### src/rtl/sd_cmd_pkg.sv
// Shared definitions for the SPI-mode SD command frame engine: FSM state
// encodings, frame constants, request types and the frame byte selector.
package sd_cmd_pkg;

    localparam int          FRAME_BITS = 48;
    localparam logic [1:0]  START_BITS = 2'b01;
    localparam logic        END_BIT    = 1'b1;
    localparam logic [7:0]  IDLE_BYTE  = 8'hFF;

    // FSM state encodings, kept as plain constants for legacy tooling.
    localparam logic [2:0] ST_IDLE    = 3'd0;
    localparam logic [2:0] ST_PRE     = 3'd1;
    localparam logic [2:0] ST_SEND    = 3'd2;
    localparam logic [2:0] ST_WAIT_R1 = 3'd3;
    localparam logic [2:0] ST_EXT     = 3'd4;
    localparam logic [2:0] ST_BUSY    = 3'd5;
    localparam logic [2:0] ST_TAIL    = 3'd6;

    typedef enum logic [1:0] {REQ_R1, REQ_R1EXT, REQ_R1B} req_t;

    // Byte idx (0 = first on the wire) of the 48-bit command frame.
    function automatic logic [7:0] frame_byte(input logic [5:0]  cmd,
                                              input logic [31:0] arg,
                                              input logic [6:0]  crc,
                                              input logic [2:0]  idx);
        logic [FRAME_BITS-1:0] f;
        f = {START_BITS, cmd, arg, crc, END_BIT};
        case (idx)
            3'd0:    return f[47:40];
            3'd1:    return f[39:32];
            3'd2:    return f[31:24];
            3'd3:    return f[23:16];
            3'd4:    return f[15:8];
            3'd5:    return f[7:0];
            default: return IDLE_BYTE;
        endcase
    endfunction

endpackage

### src/rtl/sd_cmd_frame_if.sv
// Controller-side handshake of the SD command frame engine.
// master = SD controller, slave = sd_cmd_frame.
interface sd_cmd_frame_if;
    logic        start;
    logic        start40;
    logic        readit;
    logic [5:0]  cmd;
    logic [31:0] arg;
    logic [6:0]  crc;
    logic        cs_release;
    logic        busy;
    logic        done;
    logic        timeout;
    logic [7:0]  r1;
    logic [31:0] r_ext;

    modport master (output start, start40, readit, cmd, arg, crc, cs_release,
                    input  busy, done, timeout, r1, r_ext);
    modport slave  (input  start, start40, readit, cmd, arg, crc, cs_release,
                    output busy, done, timeout, r1, r_ext);
endinterface

### src/rtl/sd_spi_byte.sv
// One SPI mode-0 byte transfer: SCK divider, MSB-first TX/RX shifting and a
// byte_done strobe. A go issued in the byte_done cycle chains the next byte
// without stretching the SCK low phase (the divider starts at 1).
module sd_spi_byte #(
    parameter int CLK_DIV = 4
) (
    input  logic       clk,
    input  logic       rst,
    input  logic       go,
    input  logic [7:0] tx_byte,
    input  logic       miso,
    output logic       sck,
    output logic       mosi,
    output logic [7:0] rx_byte,
    output logic       byte_done
);
    localparam int               DIV_W    = $clog2(CLK_DIV) + 1;
    localparam logic [DIV_W-1:0] DIV_LAST = DIV_W'(CLK_DIV - 1);

    logic             active_r;
    logic             sck_r;
    logic             mosi_r;
    logic [6:0]       tx_sh_r;
    logic [7:0]       rx_sh_r;
    logic [DIV_W-1:0] div_r;
    logic [2:0]       bit_r;
    logic             done_r;

    // Half-period divider, SCK generation, shifting and completion strobe.
    always_ff @(posedge clk or negedge rst) begin
        if (!rst) begin
            active_r <= 1'b0;
            sck_r    <= 1'b0;
            mosi_r   <= 1'b1;
            tx_sh_r  <= 7'h7F;
            rx_sh_r  <= 8'hFF;
            div_r    <= '0;
            bit_r    <= 3'd0;
            done_r   <= 1'b0;
        end else begin
            done_r <= 1'b0;
            if (go) begin
                active_r <= 1'b1;
                sck_r    <= 1'b0;
                div_r    <= DIV_W'(1);
                bit_r    <= 3'd0;
                mosi_r   <= tx_byte[7];
                tx_sh_r  <= tx_byte[6:0];
            end else if (active_r) begin
                if (div_r == DIV_LAST) begin
                    div_r <= '0;
                    if (!sck_r) begin
                        sck_r   <= 1'b1;
                        rx_sh_r <= {rx_sh_r[6:0], miso};
                    end else begin
                        sck_r <= 1'b0;
                        if (bit_r == 3'd7) begin
                            active_r <= 1'b0;
                            done_r   <= 1'b1;
                            mosi_r   <= 1'b1;
                        end else begin
                            bit_r   <= bit_r + 3'd1;
                            mosi_r  <= tx_sh_r[6];
                            tx_sh_r <= {tx_sh_r[5:0], 1'b1};
                        end
                    end
                end else begin
                    div_r <= div_r + DIV_W'(1);
                end
            end else begin
                mosi_r <= 1'b1;
            end
        end
    end

    assign sck       = sck_r;
    assign mosi      = mosi_r;
    assign rx_byte   = rx_sh_r;
    assign byte_done = done_r;
endmodule

### src/rtl/sd_cmd_frame.sv
// SPI-mode SD command frame engine: sends the 48-bit command frame, waits for
// R1, then optionally collects the 32-bit R3/R7 extension or polls R1b busy.
// Optional feature macro: SD_CMD_PREAMBLE_EN (8 dummy clocks, cs_n high,
// before every frame).
module sd_cmd_frame
    import sd_cmd_pkg::*;
#(
    parameter int CLK_DIV      = 4,
    parameter int RESP_TIMEOUT = 16,
    parameter int BUSY_TIMEOUT = 65535
) (
    input  logic          clk,
    input  logic          rst,
    sd_cmd_frame_if.slave bus,
    output logic          sck,
    output logic          mosi,
    output logic          cs_n,
    input  logic          miso
);
    localparam logic [15:0] RESP_LAST = 16'(RESP_TIMEOUT - 1);
    localparam logic [15:0] BUSY_LAST = 16'(BUSY_TIMEOUT - 1);
`ifdef SD_CMD_PREAMBLE_EN
    localparam logic [2:0]  FIRST_ST  = ST_PRE;
`else
    localparam logic [2:0]  FIRST_ST  = ST_SEND;
`endif

    logic [2:0]  state_r, state_nx_s, post_st_s;
    logic [2:0]  idx_r, idx_nx_s;
    logic        kick_r;
    logic [15:0] cnt_r;
    req_t        req_r;
    logic        readit_r;
    logic [5:0]  cmd_r;
    logic [31:0] arg_r;
    logic [6:0]  crc_r;
    logic        busy_r, done_r, timeout_r, cs_n_r;
    logic [7:0]  r1_r;
    logic [31:0] rext_r;
    logic        accept_s, go_s, byte_done_s;
    logic [7:0]  tx_s, rx_byte_s;

    // A strobe is taken only in IDLE and never in the done cycle itself.
    assign accept_s  = (state_r == ST_IDLE) && !done_r && (bus.start || bus.start40);
    assign post_st_s = readit_r ? ST_IDLE : ST_TAIL;

    // Next-state and SEND byte index selection.
    always_comb begin
        state_nx_s = state_r;
        idx_nx_s   = idx_r;
        case (state_r)
            ST_IDLE: begin
                if (accept_s) begin
                    state_nx_s = FIRST_ST;
                    idx_nx_s   = 3'd0;
                end else begin
                    state_nx_s = ST_IDLE;
                end
            end
            ST_PRE: begin
                if (byte_done_s) state_nx_s = ST_SEND;
                else             state_nx_s = ST_PRE;
            end
            ST_SEND: begin
                if (!byte_done_s)          state_nx_s = ST_SEND;
                else if (idx_r == 3'd5)    state_nx_s = ST_WAIT_R1;
                else begin
                    state_nx_s = ST_SEND;
                    idx_nx_s   = idx_r + 3'd1;
                end
            end
            ST_WAIT_R1: begin
                if (!byte_done_s)               state_nx_s = ST_WAIT_R1;
                else if (!rx_byte_s[7]) begin
                    if (req_r == REQ_R1EXT)     state_nx_s = ST_EXT;
                    else if (req_r == REQ_R1B)  state_nx_s = ST_BUSY;
                    else                        state_nx_s = post_st_s;
                end
                else if (cnt_r == RESP_LAST)    state_nx_s = post_st_s;
                else                            state_nx_s = ST_WAIT_R1;
            end
            ST_EXT: begin
                if (byte_done_s && cnt_r == 16'd3) state_nx_s = post_st_s;
                else                               state_nx_s = ST_EXT;
            end
            ST_BUSY: begin
                if (byte_done_s && (rx_byte_s == IDLE_BYTE || cnt_r == BUSY_LAST))
                    state_nx_s = post_st_s;
                else
                    state_nx_s = ST_BUSY;
            end
            ST_TAIL: begin
                if (byte_done_s) state_nx_s = ST_IDLE;
                else             state_nx_s = ST_TAIL;
            end
            default: state_nx_s = ST_IDLE;
        endcase
    end

    // Every phase keeps clocking bytes back to back until the frame ends.
    always_comb begin
        go_s = 1'b0;
        tx_s = IDLE_BYTE;
        if ((kick_r || byte_done_s) && (state_nx_s != ST_IDLE)) begin
            go_s = 1'b1;
            if (state_nx_s == ST_SEND) tx_s = frame_byte(cmd_r, arg_r, crc_r, idx_nx_s);
            else                       tx_s = IDLE_BYTE;
        end else begin
            go_s = 1'b0;
        end
    end

    // Frame control, chip select and response registers.
    always_ff @(posedge clk or negedge rst) begin
        if (!rst) begin
            state_r   <= ST_IDLE;
            idx_r     <= 3'd0;
            kick_r    <= 1'b0;
            cnt_r     <= 16'd0;
            req_r     <= REQ_R1;
            readit_r  <= 1'b0;
            cmd_r     <= 6'd0;
            arg_r     <= 32'd0;
            crc_r     <= 7'd0;
            busy_r    <= 1'b0;
            done_r    <= 1'b0;
            timeout_r <= 1'b0;
            cs_n_r    <= 1'b1;
            r1_r      <= 8'hFF;
            rext_r    <= 32'd0;
        end else begin
            state_r <= state_nx_s;
            idx_r   <= idx_nx_s;
            kick_r  <= accept_s;
            done_r  <= 1'b0;
            if (state_nx_s != state_r) cnt_r <= 16'd0;
            else if (byte_done_s)      cnt_r <= cnt_r + 16'd1;
            if (accept_s) begin
                req_r     <= (bus.start && bus.start40) ? REQ_R1B :
                             (bus.start40 ? REQ_R1EXT : REQ_R1);
                readit_r  <= bus.readit;
                cmd_r     <= bus.cmd;
                arg_r     <= bus.arg;
                crc_r     <= bus.crc;
                busy_r    <= 1'b1;
                r1_r      <= 8'hFF;
                rext_r    <= 32'd0;
                timeout_r <= 1'b0;
`ifdef SD_CMD_PREAMBLE_EN
                cs_n_r    <= 1'b1;
`else
                if (bus.cs_release) cs_n_r <= 1'b1;
`endif
            end else if (state_r == ST_IDLE && bus.cs_release) begin
                cs_n_r <= 1'b1;
            end
            if (go_s && state_nx_s == ST_SEND) cs_n_r <= 1'b0;
            if (state_nx_s == ST_TAIL && state_r != ST_TAIL) cs_n_r <= 1'b1;
            if (state_r != ST_IDLE && state_nx_s == ST_IDLE) begin
                done_r <= 1'b1;
                busy_r <= 1'b0;
            end
            if (byte_done_s) begin
                case (state_r)
                    ST_WAIT_R1: begin
                        if (!rx_byte_s[7])            r1_r      <= rx_byte_s;
                        else if (cnt_r == RESP_LAST)  timeout_r <= 1'b1;
                    end
                    ST_EXT:  rext_r <= {rext_r[23:0], rx_byte_s};
                    ST_BUSY: begin
                        if (rx_byte_s != IDLE_BYTE && cnt_r == BUSY_LAST) timeout_r <= 1'b1;
                    end
                    default: ;
                endcase
            end
        end
    end

    sd_spi_byte #(.CLK_DIV(CLK_DIV)) u_byte (
        .clk       (clk),
        .rst       (rst),
        .go        (go_s),
        .tx_byte   (tx_s),
        .miso      (miso),
        .sck       (sck),
        .mosi      (mosi),
        .rx_byte   (rx_byte_s),
        .byte_done (byte_done_s)
    );

    assign cs_n        = cs_n_r;
    assign bus.busy    = busy_r;
    assign bus.done    = done_r;
    assign bus.timeout = timeout_r;
    assign bus.r1      = r1_r;
    assign bus.r_ext   = rext_r;
endmodule

### src/flat_wrapper.sv
// flat-port wrapper written by rule: the top's interface ports become plain ports
module sd_cmd_frame_flat import sd_cmd_pkg::*;
#(
    parameter int CLK_DIV      = 4,
    parameter int RESP_TIMEOUT = 16,
    parameter int BUSY_TIMEOUT = 65535
)
  (clk, rst, sck, mosi, cs_n, miso, bus_start, bus_start40, bus_readit, bus_cmd, bus_arg, bus_crc, bus_cs_release, bus_busy, bus_done, bus_timeout, bus_r1, bus_r_ext);
  sd_cmd_frame_if bus_i ();
  input  logic clk;
  input  logic rst;
  output logic sck;
  output logic mosi;
  output logic cs_n;
  input  logic miso;
  input wire logic [$bits(bus_i.start)-1:0] bus_start;
  input wire logic [$bits(bus_i.start40)-1:0] bus_start40;
  input wire logic [$bits(bus_i.readit)-1:0] bus_readit;
  input wire logic [$bits(bus_i.cmd)-1:0] bus_cmd;
  input wire logic [$bits(bus_i.arg)-1:0] bus_arg;
  input wire logic [$bits(bus_i.crc)-1:0] bus_crc;
  input wire logic [$bits(bus_i.cs_release)-1:0] bus_cs_release;
  output wire logic [$bits(bus_i.busy)-1:0] bus_busy;
  output wire logic [$bits(bus_i.done)-1:0] bus_done;
  output wire logic [$bits(bus_i.timeout)-1:0] bus_timeout;
  output wire logic [$bits(bus_i.r1)-1:0] bus_r1;
  output wire logic [$bits(bus_i.r_ext)-1:0] bus_r_ext;
  assign bus_i.start = bus_start;
  assign bus_i.start40 = bus_start40;
  assign bus_i.readit = bus_readit;
  assign bus_i.cmd = bus_cmd;
  assign bus_i.arg = bus_arg;
  assign bus_i.crc = bus_crc;
  assign bus_i.cs_release = bus_cs_release;
  assign bus_busy = bus_i.busy;
  assign bus_done = bus_i.done;
  assign bus_timeout = bus_i.timeout;
  assign bus_r1 = bus_i.r1;
  assign bus_r_ext = bus_i.r_ext;
  sd_cmd_frame #(.CLK_DIV(CLK_DIV), .RESP_TIMEOUT(RESP_TIMEOUT), .BUSY_TIMEOUT(BUSY_TIMEOUT)) u_core (.clk(clk), .rst(rst), .bus(bus_i), .sck(sck), .mosi(mosi), .cs_n(cs_n), .miso(miso));
endmodule
### config.mk
export PLATFORM = sky130hd
export DESIGN_NAME = sd_cmd_frame_flat
export DESIGN_NICKNAME = d
export VERILOG_FILES = /design/src/rtl/sd_cmd_pkg.sv /design/src/rtl/sd_cmd_frame_if.sv /design/src/rtl/sd_spi_byte.sv /design/src/rtl/sd_cmd_frame.sv /design/src/flat_wrapper.sv
export SDC_FILE = /design/constraint.sdc
export NUM_CORES = 1
export LEC_CHECK = 0
export ABC_AREA = 0
export BUFFER_PORTS_ARGS = -buffer_cell sky130_fd_sc_hd__buf_2
export CORE_MARGIN = 1.5
export CORE_UTILIZATION = 43
export CTS_CLUSTER_SIZE = 30
export DETAILED_ROUTE_END_ITERATION = 8
export GPL_ROUTABILITY_DRIVEN = 1
export PLACE_DENSITY_LB_ADDON = 0.08
export SLEW_MARGIN = 20
export SYNTH_ARGS = -nofsm -noshare
export SYNTH_HDL_FRONTEND = slang
export SYNTH_SLANG_ARGS = --single-unit
### constraint.sdc
create_clock -name clk -period 6.65 [get_ports clk]
set_input_delay 1.33 -clock clk [delete_from_list [all_inputs] [get_ports clk]]
set_output_delay 1.33 -clock clk [all_outputs]
set_load 0.05 [all_outputs]
==> results.py, run 1 <==
metrics = {
    "status": {
        "status": "completed",
    },
    "cts": {
        "cts_hold_buffers": 0,
        "clkTransAtPathRegs_ns": 0.06,
        "maximum_root_to_sink_buffer_count": 2,
        "cts_setup_buffers": 0,
        "tritoncts": "done",
        "source_to_sink_clock_delay_at_the_later_pin_of_the_worst_skew_pair_ns": 0.42,
        "numCtsBuffers": 17,
        "post_cts_resized": 0,
        "clock_sinks": 140,
        "level_count_of_the_clock_h_tree": 4,
        "cts_root_buffer": "sky130_fd_sc_hd__clkbuf_16",
    },
    "global_route": {
        "number_of_antenna_violations_at_the_first_check_in_global_routing": 0,
        "grt_pass1_wl_microns": 23600,
        "grt_start_max_net_pins": 90,
        "vias_in_the_first_global_route": 4649,
        "grt_overflow": 0,
        "groute.usage.overall_pct": 20.2,
    },
    "synthesis": {
        "synth_top_flop_cell": "sky130_fd_sc_hd__dfrtp_1",
        "yosys_warnings": 0,
        "biggest_area_contributors_in_the_synthesized_netlist": "sky130_fd_sc_hd__dfrtp_1 46%, sky130_fd_sc_hd__dfstp_2 10%, sky130_fd_sc_hd__nand2_1 10%",
        "syn_area_per_cell_sq_um": 10.0,
        "yosys_register_bits": 140,
        "synthCells": 626,
        "synth_top_area_share_pct": 45.9,
        "asyncSetResetFlopFracSynth_pct": 100,
        "synth_top_area_cell": "sky130_fd_sc_hd__dfrtp_1",
        "synth.net_count": 685,
        "seq_area_frac_synth_pct": 56.4,
        "post-synth-top-count-cell": "sky130_fd_sc_hd__nand2_1",
        "synth_common_cells": "175 x sky130_fd_sc_hd__nand2_1, 115 x sky130_fd_sc_hd__dfrtp_1, 44 x sky130_fd_sc_hd__nor2_1, 36 x sky130_fd_sc_hd__a22o_1, 29 x sky130_fd_sc_hd__clkbuf_1",
        "synth_enable_flop_cells": 0,
        "post_synth_instance_area_sq_um": 6270,
        "synth_cell_types": 56,
    },
    "floorplan": {
        "floorplan.initialDensity_pct": 44.6,
        "boundaryPins": 98,
        "design.core.area_sq_um": 14000,
        "floorplan.rows": 43,
        "fp.dieArea_sq_um": 15300,
        "die-height_microns": 124,
        "die_width_microns": 124,
    },
    "setup_path": {
        "crit_path_max_fanout": 53,
        "critPathCaptureType": "flip-flop",
        "crit_type": "reg2reg",
        "required_ns": 7.00,
        "critPathLaunchType": "flip-flop",
        "timing.critical_path.arrival_ns": 5.04,
    },
    "detailed_routing": {
        "drt-vias-per-instance": 5.38,
        "via_count": 4877,
        "routed_wl_microns": 14800,
        "detail_route.wl_per_cell_microns": 16.3,
        "drt_iter0_markers": 231,
        "antenna_violating_nets_post_route": 0,
        "drt_pre_antenna_iters": 5,
        "route.detailed.drc": 0,
    },
    "pwr": {
        "power_frac_seq_pct": 43.7,
        "power_frac_clock_pct": 54.5,
        "report.power.total_w": 0.00197,
        "share_comb_of_total_power_pct": 1.8,
        "power.switching_w": 0.000394,
        "powerDensity_nw_per_um2": 260,
        "internal_power_w": 0.00157,
        "power_leakage_nw": 3.87,
        "vdd_drop_max_v": 0.000176,
        "sw_frac_of_total_pct": 20.0,
    },
    "layout": {
        "fill_cells": 1255,
        "area_growth_syn_to_layout_pct": 20.8,
        "drive_above_1_share_pct": 24.3,
        "nets": 773,
        "antennaDiodeCount": 0,
    },
    "run": {
        "max_cap_viol_count": 0,
    },
    "sta": {
        "setup-violations-final": 0,
        "slew_violations": 0,
        "clock.fmax_ghz": 0.213,
        "fin_tns_setup_ns": 0,
        "max-slew-margin-rel_pct": 33.6,
        "final.period_utilization_pct": 70.5,
        "grt_setup_unrepaired": "false",
        "min_period_ns": 4.69,
        "timing_hold_violations_final": 0,
        "tightestPinTransition_ns": 0.987,
        "final_clock_skew_ns": 0.00981,
    },
    "placed_design": {
        "place.detailed.hpwl_microns": 9940,
        "gp_congestion": 0.922,
        "place.port_buffers": 97,
    },
    "hold_path": {
        "holdCritPathClass": "reg2reg",
    },
}
-- power groups by stage --
stage | clock network [W] | logic [W] | registers, W
final | 0.00107 | 0.0000362 | 0.000861
after global routing | 0.00112 | 0.0000417 | 0.000860
after CTS | 0.00109 | 0.0000378 | 0.000860
after detailed placement | 0 | 0.0000376 | 0.000875
after global placement | 0 | 0.0000366 | 0.000875
after floorplan | 0 | 0.00000372 | 0.000874
-- metrics by stage --
| step | instance area (sq um) | cells | worst slack (ns) | hold slack, ns | utilization [%] |
|---|---|---|---|---|---|
| final | 7570 | 907 | 1.96 | 0.482 | 53.9 |
| after global routing | 7570 | 907 | 1.57 | 0.497 | 53.9 |
| after CTS | 7570 | 907 | 2.02 | 0.483 | 53.9 |
| after detailed placement | 6900 | 875 | 1.87 | 0.466 | 49.2 |
| after global placement | 6900 | 875 | 2.05 | 0.459 | 49.2 |
| after floorplan | 6270 | 626 | 3.17 | 0.440 | - |
-- logic make-up (layout without fill, tap and decap cells) --
| kind of cell | after synthesis | after routing | synth area share, % |
|---|---|---|---|
| AND/OR/NAND/NOR | 282 | 282 | 19.6 |
| multiplexers | 15 | 15 | 3.25 |
| adder cells (fa/ha/maj) | 7 | 7 | 1.40 |
| buffers and inverters | 46 | 147 | 2.88 |
| flip-flops | 140 | 140 | 56.4 |
| AO/OA/AOI/OAI | 116 | 116 | 13.7 |
| XOR/XNOR | 20 | 20 | 2.80 |
-- registers in the layout (all words and copies together), names as in the netlist, 6 cells and up --
name,cells
u_core.arg_r,32
u_core.bus.r1,8
u_core.bus.r_ext,32
u_core.cmd_r,6
u_core.cnt_r,16
u_core.crc_r,7
u_core.u_byte.rx_byte,8
u_core.u_byte.tx_sh_r,7
-- critical path, stage by stage (launching register included) --
cell                       delay (ns)
sky130_fd_sc_hd__dfrtp_1         0.55
sky130_fd_sc_hd__nor4_1          0.92
sky130_fd_sc_hd__o21ai_4         0.09
sky130_fd_sc_hd__buf_4           0.31
sky130_fd_sc_hd__inv_2           0.67
sky130_fd_sc_hd__or3_1           0.51
sky130_fd_sc_hd__inv_1           0.36
sky130_fd_sc_hd__a211oi_1        0.70
sky130_fd_sc_hd__o21ai_0         0.20
sky130_fd_sc_hd__a22o_1          0.23
-- cells in the final DEF, fill, tap and decap left out, drive strengths merged, types with 7 or more instances in the layout --
cell,synthesis,routed
inv,12,14
clkbuf,29,17
a22o,36,36
a211oi,11,11
nand4,8,8
o22a,7,7
nor2,44,44
nand3,15,15
nand2,175,175
ha,7,7
buf,4,102
nor3,9,9
xor2,9,9
dfrtp,115,115
xnor2,11,11
o21ai,16,16
a21oi,18,18
mux2,9,9
dfstp,25,25
-- path summary, 6_finish.rpt --
| check | start | end | slack [ns] | depth (start not counted) |
|---|---|---|---|---|
| max in group asynchronous | rst | u_core.u_byte.bit_r[2]$_DFFE_PN0P_ | 4.50 | 2 |
| min in group asynchronous | rst | u_core.bus.r_ext[11]$_DFF_PN0_ | 0.97 | 1 |
| max | u_core.state_r[1]$_DFF_PN0_ | u_core.u_byte.tx_sh_r[5]$_DFFE_PN1P_ | 1.96 | 9 |
| min | u_core.u_byte.tx_sh_r[1]$_DFFE_PN1P_ | u_core.u_byte.tx_sh_r[1]$_DFFE_PN1P_ | 0.48 | 1 |
| max reg2reg | u_core.state_r[1]$_DFF_PN0_ | u_core.u_byte.tx_sh_r[5]$_DFFE_PN1P_ | 1.96 | 9 |
| min reg2reg | u_core.u_byte.tx_sh_r[1]$_DFFE_PN1P_ | u_core.u_byte.tx_sh_r[1]$_DFFE_PN1P_ | 0.48 | 1 |
-- final cells by class --
type,instances,area [sq um],area share [%]
inverter,13,48.8,0.644
sequential,140,3530,46.7
clock inverter,15,244,3.22
tap,180,225,2.97
timing repair buffer,102,529,6.99
multi-input combinational,440,2560,33.9
clock buffer,17,425,5.62
-- layer usage --
| metal | track usage (%) | wire, microns | vias to the layer above |
|---|---|---|---|
| li1 | - | - | 2346 |
| met1 | 26.3 | 6710 | 2390 |
| met2 | 32.7 | 7150 | 123 |
| met3 | 4.85 | 687 | 18 |
| met4 | 8.05 | 245 | 0 |
| met5 | 0 | 0 | - |
Power figures use the tool's default switching activity.
==> run 2, diff against run 1 <==
==> constraint.sdc (replaced) <==
create_clock -name clk -period 4.9 [get_ports clk]
set_input_delay 0.98 -clock clk [delete_from_list [all_inputs] [get_ports clk]]
set_output_delay 0.98 -clock clk [all_outputs]
set_load 0.05 [all_outputs]
==> run 2 against run 1 <==
Effect of this change:
- cell count grew 0.22%
- global-route usage rose by 0.51 points
- fmax rose by 13%
- sequential share of layout area rose by 0.26 points
- via count is 0.23% lower
- first-iteration DRC count up 40%
- critical path type unchanged
==> results.py, run 2 (same netlist as run 1, synthesis figures left out) <==
metrics = {
    "setup_path": {
        "crit_path_max_fanout": 52,
        "slowest_delay_ns": 0.92,
        "depth_of_the_worst_register_to_register_path": 8,
        "path_cells": "nor4_1 > o21ai_4 > buf_4 > a31oi_1 > inv_1 > a211oi_1 > o21ai_0 > a22o_1",
        "worst_case_register_to_register_setup_slack_ns": 0.75,
        "required_ns": 5.24,
        "crit_type": "reg2reg",
        "timing.critical_path.slowest_stage_cell": "sky130_fd_sc_hd__nor4_1",
        "rr_startpoint": "u_core.state_r[1]$_DFF_PN0_",
        "cp_bufs_invs": 2,
        "critPathLaunchType": "flip-flop",
        "timing.critical_path.arrival_ns": 4.49,
        "critPathCaptureType": "flip-flop",
        "critical-path-top-delay-family": "compound AO/OA/AOI/OAI gates",
        "worstReg2RegEnd": "u_core.u_byte.tx_sh_r[5]$_DFFE_PN1P_",
    },
    "layout": {
        "postLayoutCoreUtil_pct": 53.6,
        "fill_cells": 1250,
        "most-common-layout-cells": "175 x sky130_fd_sc_hd__nand2_1, 115 x sky130_fd_sc_hd__dfrtp_1, 96 x sky130_fd_sc_hd__buf_2, 43 x sky130_fd_sc_hd__nor2_1, 36 x sky130_fd_sc_hd__a22o_1",
        "drive_above_1_share_pct": 24.3,
        "final_common_cell": "sky130_fd_sc_hd__nand2_1",
        "area_growth_syn_to_layout_pct": 20.2,
        "nets": 775,
        "antennaDiodeCount": 0,
        "layoutNonFillerInstCount": 909,
    },
    "cts": {
        "maximum_root_to_sink_buffer_count": 2,
        "tritoncts": "done",
        "cts_hold_buffers": 0,
        "clock_sinks": 140,
        "clkTransAtPathRegs_ns": 0.06,
        "cts_root_buffer": "sky130_fd_sc_hd__clkbuf_16",
        "source_to_sink_clock_delay_at_the_later_pin_of_the_worst_skew_pair_ns": 0.41,
        "level_count_of_the_clock_h_tree": 4,
        "cts_setup_buffers": 0,
        "post_cts_resized": 0,
        "numCtsBuffers": 17,
    },
    "global_route": {
        "grt_overflow": 0,
        "number_of_antenna_violations_at_the_first_check_in_global_routing": 0,
        "grt_pass1_wl_microns": 24300,
        "grt_start_max_net_pins": 60,
        "groute.usage.overall_pct": 20.7,
        "vias_in_the_first_global_route": 4833,
    },
    "hold_path": {
        "hp-start": "u_core.arg_r[1]$_DFFE_PN0P_",
        "min_to": "u_core.arg_r[1]$_DFFE_PN0P_",
        "holdCritPathClass": "reg2reg",
        "number_of_cells_traversed_by_the_worst_hold_path": 2,
    },
    "detailed_routing": {
        "route.detailed.drc": 0,
        "antenna_violating_nets_post_route": 0,
        "via_count": 4866,
        "routed_wl_microns": 14700,
        "drt_pre_antenna_iters": 4,
        "detail_route.wl_per_cell_microns": 16.2,
        "drt_iter0_markers": 324,
        "drt-vias-per-instance": 5.35,
    },
    "status": {
        "status": "completed",
    },
    "floorplan": {
        "floorplan.rows": 43,
        "fp.dieArea_sq_um": 15300,
        "die_width_microns": 124,
        "die-height_microns": 124,
        "design.core.area_sq_um": 14000,
        "floorplan.initialDensity_pct": 44.6,
        "boundaryPins": 98,
    },
    "placed_design": {
        "place.detailed.hpwl_microns": 10100,
        "gp_congestion": 0.884,
        "dp.cells": 877,
        "place.port_buffers": 97,
    },
    "sta": {
        "max-slew-margin-rel_pct": 33.2,
        "clock.fmax_ghz": 0.241,
        "tightestPinTransition_ns": 0.992,
        "setup-violations-final": 0,
        "slew_violations": 0,
        "timing_hold_violations_final": 0,
        "grt_setup_unrepaired": "false",
        "final.period_utilization_pct": 84.7,
        "fin_tns_setup_ns": 0,
        "min_period_ns": 4.15,
        "final_clock_skew_ns": 0.00688,
    },
    "pwr": {
        "report.power.total_w": 0.00254,
        "powerDensity_nw_per_um2": 337,
        "power_leakage_nw": 3.86,
        "vdd_drop_max_v": 0.000237,
    },
    "run": {
        "max_cap_viol_count": 0,
    },
}
[run 2: changes by cell type in the layout (fill, tap and decap cells not counted)]
cell / previous run / this run
sky130_fd_sc_hd__clkinv_4: 1 / 3
sky130_fd_sc_hd__clkbuf_8: 0 / 3
sky130_fd_sc_hd__clkbuf_1: 0 / 2
sky130_fd_sc_hd__bufinv_16: 6 / 3
sky130_fd_sc_hd__clkinvlp_4: 3 / 1
sky130_fd_sc_hd__buf_4: 5 / 7
sky130_fd_sc_hd__inv_6: 2 / 0
[run 2: where the power goes]
group	internal (W)	total, W	leakage (nW)	switching [W]
combinational	0.0000200	0.0000493	1.74	0.0000293
clock	0.000841	0.00132	0.300	0.000477
sequential	0.00116	0.00117	1.82	0.00000518
total	0.00202	0.00254	3.86	0.000512
[run 2: final cells by class]
class	instances	area (sq um)	share of cell area, %
flip-flops and latches	140	3530	46.9
multi-input cells	440	2560	34.1
repair buffers	104	544	7.23
clock buffers	22	474	6.30
well taps	180	225	2.99
clock inverters	10	139	1.84
inverters	13	48.8	0.648
[run 2: how the worst max path moves through the flow]
stage                                      startpoint                              endpoint  cells past startpoint
after detailed placement  u_core.state_r[1]$_DFF_PN0_  u_core.u_byte.tx_sh_r[5]$_DFFE_PN1P_                      8
after global routing      u_core.state_r[1]$_DFF_PN0_  u_core.u_byte.tx_sh_r[5]$_DFFE_PN1P_                      8
after global placement    u_core.state_r[1]$_DFF_PN0_        u_core.u_byte.mosi$_DFFE_PN1P_                      8
after CTS                 u_core.state_r[1]$_DFF_PN0_  u_core.u_byte.tx_sh_r[5]$_DFFE_PN1P_                      8
final                     u_core.state_r[1]$_DFF_PN0_  u_core.u_byte.tx_sh_r[5]$_DFFE_PN1P_                      8
after floorplan                             bus_start  u_core.u_byte.rx_byte[0]$_DFFE_PN1P_                      8
[run 2: through the flow]
stage	area (sq um)	setup WS [ns]	hold slack (ns)
after floorplan	6270	1.77	0.440
after global placement	6920	1.01	0.457
after detailed placement	6920	0.779	0.462
after CTS	7530	0.767	0.475
after global routing	7530	0.253	0.494
final	7530	0.749	0.469
[run 2: routing by layer]
| layer | vias up | global-route usage (%) | part of all wire (%) |
|---|---|---|---|
| li1 | 2345 | - | - |
| met1 | 2374 | 27.3 | 46 |
| met2 | 122 | 33.0 | 47 |
| met3 | 25 | 4.99 | 4.4 |
| met4 | 0 | 8.55 | 2.3 |
| met5 | - | 0 | 0 |
[run 2: worst register-to-register path, stage by stage (launching register included)]
cell,delay [ns]
sky130_fd_sc_hd__dfrtp_1,0.56
sky130_fd_sc_hd__nor4_1,0.93
sky130_fd_sc_hd__o21ai_4,0.12
sky130_fd_sc_hd__buf_4,0.33
sky130_fd_sc_hd__a31oi_1,0.62
sky130_fd_sc_hd__inv_1,0.38
sky130_fd_sc_hd__a211oi_1,0.63
sky130_fd_sc_hd__o21ai_0,0.28
sky130_fd_sc_hd__a22o_1,0.24
==> run 3, diff against run 2 <==
--- a/config.mk
+++ b/config.mk
@@ -5,7 +5,7 @@
 export SDC_FILE = /design/constraint.sdc
 export NUM_CORES = 1
 export LEC_CHECK = 0
-export ABC_AREA = 0
+export ABC_AREA = 1
 export BUFFER_PORTS_ARGS = -buffer_cell sky130_fd_sc_hd__buf_2
 export CORE_MARGIN = 1.5
 export CORE_UTILIZATION = 43
==> constraint.sdc (replaced) <==
create_clock -name clk -period 4 [get_ports clk]
set_input_delay 0.8 -clock clk [delete_from_list [all_inputs] [get_ports clk]]
set_output_delay 0.8 -clock clk [all_outputs]
set_load 0.05 [all_outputs]
==> run 3 against run 2 <==
Effect of this change:
- first-iteration DRC count rose by 8.3%
- clock skew grew 0.0041 ns
- die area rose by 9.9%
- area after synthesis increased by 10%
- largest power group unchanged
==> results.py, run 3 <==
metrics = {
    "status": {
        "status": "completed",
    },
    "cts": {
        "level_count_of_the_clock_h_tree": 4,
        "post_cts_resized": 0,
        "maximum_root_to_sink_buffer_count": 2,
        "cts_hold_buffers": 0,
        "cts_setup_buffers": 0,
        "cts_root_buffer": "sky130_fd_sc_hd__clkbuf_16",
        "tritoncts": "done",
        "source_to_sink_clock_delay_at_the_later_pin_of_the_worst_skew_pair_ns": 0.43,
        "numCtsBuffers": 17,
        "clkTransAtPathRegs_ns": 0.06,
        "clock_sinks": 140,
    },
    "sta": {
        "clock.fmax_ghz": 0.386,
        "grt_setup_unrepaired": "false",
        "timing_hold_violations_final": 0,
        "finalHoldWorstSlack_ns": 0.437,
        "min_period_ns": 2.59,
        "final_clock_skew_ns": 0.0110,
        "max-slew-margin-rel_pct": 32.9,
        "fin_tns_setup_ns": 0,
        "tightestPinTransition_ns": 1.01,
        "fin_ws_ns": 1.41,
        "slew_violations": 0,
        "setup-violations-final": 0,
        "final.period_utilization_pct": 64.7,
    },
    "pwr": {
        "internal_power_w": 0.00255,
        "power_leakage_nw": 4.25,
        "sw_frac_of_total_pct": 20.0,
        "power_frac_clock_pct": 53.3,
        "powerDensity_nw_per_um2": 388,
        "power.switching_w": 0.000638,
        "vdd_drop_max_v": 0.000292,
        "power_frac_seq_pct": 44.8,
        "share_comb_of_total_power_pct": 1.9,
    },
    "floorplan": {
        "die_width_microns": 130,
        "boundaryPins": 98,
        "design.core.area_sq_um": 15800,
        "die-height_microns": 130,
        "floorplan.rows": 46,
        "floorplan.initialDensity_pct": 43.7,
        "fp.dieArea_sq_um": 16800,
    },
    "synthesis": {
        "synth_cell_types": 42,
        "syn_area_per_cell_sq_um": 7.93,
        "yosys_warnings": 0,
        "synth_enable_flop_cells": 0,
        "synth_top_area_share_pct": 41.7,
        "synth.net_count": 929,
        "asyncSetResetFlopFracSynth_pct": 100,
        "synth_top_area_cell": "sky130_fd_sc_hd__dfrtp_1",
        "yosys_register_bits": 140,
        "post-synth-top-count-cell": "sky130_fd_sc_hd__nand2_1",
        "synth_top_flop_cell": "sky130_fd_sc_hd__dfrtp_1",
        "biggest_area_contributors_in_the_synthesized_netlist": "sky130_fd_sc_hd__dfrtp_1 42%, sky130_fd_sc_hd__nand2_1 17%, sky130_fd_sc_hd__dfstp_2 9.5%",
        "post_synth_instance_area_sq_um": 6900,
        "synthCells": 870,
        "seq_area_frac_synth_pct": 51.2,
        "synth_common_cells": "315 x sky130_fd_sc_hd__nand2_1, 115 x sky130_fd_sc_hd__dfrtp_1, 114 x sky130_fd_sc_hd__nand3_1, 70 x sky130_fd_sc_hd__inv_1, 64 x sky130_fd_sc_hd__nor2_1",
    },
    "setup_path": {
        "crit_type": "reg2reg",
        "slowest_delay_ns": 0.80,
        "path_cells": "nand2_1 > or2_2 > nor3_1 > nand3_1 > a21oi_1 > nor2_1 > nand2_2 > nand2_4 > nand2_4 > nand2_1 > o21ai_2",
        "critPathLaunchType": "flip-flop",
        "cp_bufs_invs": 0,
        "timing.critical_path.slowest_stage_cell": "sky130_fd_sc_hd__dfrtp_1",
        "required_ns": 4.36,
        "critical-path-top-delay-family": "simple AND/OR/NAND/NOR gates",
        "timing.critical_path.arrival_ns": 2.95,
        "critPathCaptureType": "flip-flop",
        "crit_path_max_fanout": 21,
    },
    "detailed_routing": {
        "detail_route.wl_per_cell_microns": 14.0,
        "antenna_violating_nets_post_route": 0,
        "drt-vias-per-instance": 4.92,
        "routed_wl_microns": 16700,
        "route.detailed.drc": 0,
        "drt_pre_antenna_iters": 4,
        "via_count": 5855,
        "drt_iter0_markers": 351,
    },
    "placed_design": {
        "gp_congestion": 0.926,
        "place.port_buffers": 97,
        "place.detailed.hpwl_microns": 11700,
        "postPlaceCellArea_sq_um": 7570,
        "post-place-ws_ns": 0.971,
    },
    "layout": {
        "drive_above_1_share_pct": 20.4,
        "area_growth_syn_to_layout_pct": 18.9,
        "antennaDiodeCount": 0,
        "fill_cells": 1563,
        "ff_latch_area_sq_um": 3530,
        "layout.cell_area.non_filler_sq_um": 8210,
        "multi_input_area_sq_um": 2930,
        "final_common_cell": "sky130_fd_sc_hd__nand2_1",
        "nets": 1021,
        "most-common-layout-cells": "314 x sky130_fd_sc_hd__nand2_1, 115 x sky130_fd_sc_hd__dfrtp_1, 114 x sky130_fd_sc_hd__nand3_1, 96 x sky130_fd_sc_hd__buf_2, 70 x sky130_fd_sc_hd__inv_1",
        "postLayoutCoreUtil_pct": 52.0,
    },
    "global_route": {
        "groute.usage.overall_pct": 21.5,
        "grt_start_max_net_pins": 107,
        "number_of_antenna_violations_at_the_first_check_in_global_routing": 0,
        "grt_pass1_wl_microns": 28100,
        "grt_overflow": 0,
        "vias_in_the_first_global_route": 5639,
    },
    "run": {
        "max_cap_viol_count": 0,
    },
    "hold_path": {
        "holdCritPathClass": "in2async",
    },
}
[run 3: cell types whose count changed in the layout (fill, tap and decap cells not counted), sizes merged, moves of 6 or more]
| cell | previous run | this run |
|---|---|---|
| nand2 | 175 | 324 |
| nand3 | 15 | 120 |
| inv | 12 | 74 |
| a22o | 36 | 1 |
| nor2 | 44 | 72 |
| o21ai | 16 | 33 |
| a211oi | 11 | 0 |
| mux2 | 9 | 0 |
| a21oi | 18 | 10 |
| o22a | 7 | 0 |
| xnor2 | 11 | 4 |
| nor3b | 6 | 0 |
[run 3: cell type report]
class	count	share of cell area (%)
timing repair buffer	105	6.72
multi-input combinational	622	35.7
sequential	140	43.1
clock buffer	20	5.32
tap	216	3.29
clock inverter	12	2.39
inverter	76	3.48
[run 3: worst register-to-register path, cell delays in order, from the launching register on]
cell                      delay [ns]
sky130_fd_sc_hd__dfrtp_1        0.80
sky130_fd_sc_hd__nand2_1        0.24
sky130_fd_sc_hd__or2_2          0.35
sky130_fd_sc_hd__nor3_1         0.16
sky130_fd_sc_hd__nand3_1        0.10
sky130_fd_sc_hd__a21oi_1        0.14
sky130_fd_sc_hd__nor2_1         0.08
sky130_fd_sc_hd__nand2_2        0.08
sky130_fd_sc_hd__nand2_4        0.15
sky130_fd_sc_hd__nand2_4        0.25
sky130_fd_sc_hd__nand2_1        0.10
sky130_fd_sc_hd__o21ai_2        0.07
[run 3: per-stage QoR]
| step | total power (W) | cells |
|---|---|---|
| final | 0.00319 | 1191 |
| after global routing | 0.00329 | 1191 |
| after detailed placement | 0.00152 | 1159 |
| after CTS | 0.00322 | 1191 |
| after floorplan | 0.00146 | 870 |
| after global placement | 0.00152 | 1159 |
[run 3: cells by family after synthesis]
family	after synthesis	share of synthesized area, %
AOI/OAI and AO/OA	56	4.90
adders and majority gates	7	1.27
and+or+nand+nor	547	34.7
xor gates and xnor gates	12	1.52
DFF	140	51.2
buffers and inverters	108	6.33
[run 3: power by group through the flow]
stage	logic (W)	clock network [W]	registers [W]
floorplan	0.00000727	0	0.00145
global placement	0.0000639	0	0.00145
detailed placement	0.0000644	0	0.00145
CTS	0.0000645	0.00173	0.00143
global route	0.0000720	0.00179	0.00143
finish	0.0000616	0.00170	0.00143
[run 3: routing by layer]
metal / vias to the layer above / global-route usage (%) / wire (microns)
met5: - / 0 / 0
met4: 0 / 9.02 / 436
met3: 31 / 4.46 / 640
met2: 129 / 33.5 / 7710
met1: 2723 / 29.1 / 7890
li1: 2972 / - / -
[run 3: path summary, 6_finish.rpt]
kind                                                   endpoint                              start  slack [ns]  depth (start not counted)
min in group clk                   u_core.arg_r[16]$_DFFE_PN0P_       u_core.arg_r[16]$_DFFE_PN0P_        0.48                          2
max                        u_core.u_byte.rx_byte[3]$_DFFE_PN1P_  u_core.u_byte.byte_done$_DFF_PN0_        1.41                         11
max reg2reg                u_core.u_byte.rx_byte[3]$_DFFE_PN1P_  u_core.u_byte.byte_done$_DFF_PN0_        1.41                         11
min reg2reg                        u_core.arg_r[16]$_DFFE_PN0P_       u_core.arg_r[16]$_DFFE_PN0P_        0.48                          2
min                                 u_core.state_r[0]$_DFF_PN0_                                rst        0.44                          1
max in group asynchronous  u_core.u_byte.tx_sh_r[6]$_DFFE_PN1P_                                rst        2.57                          2
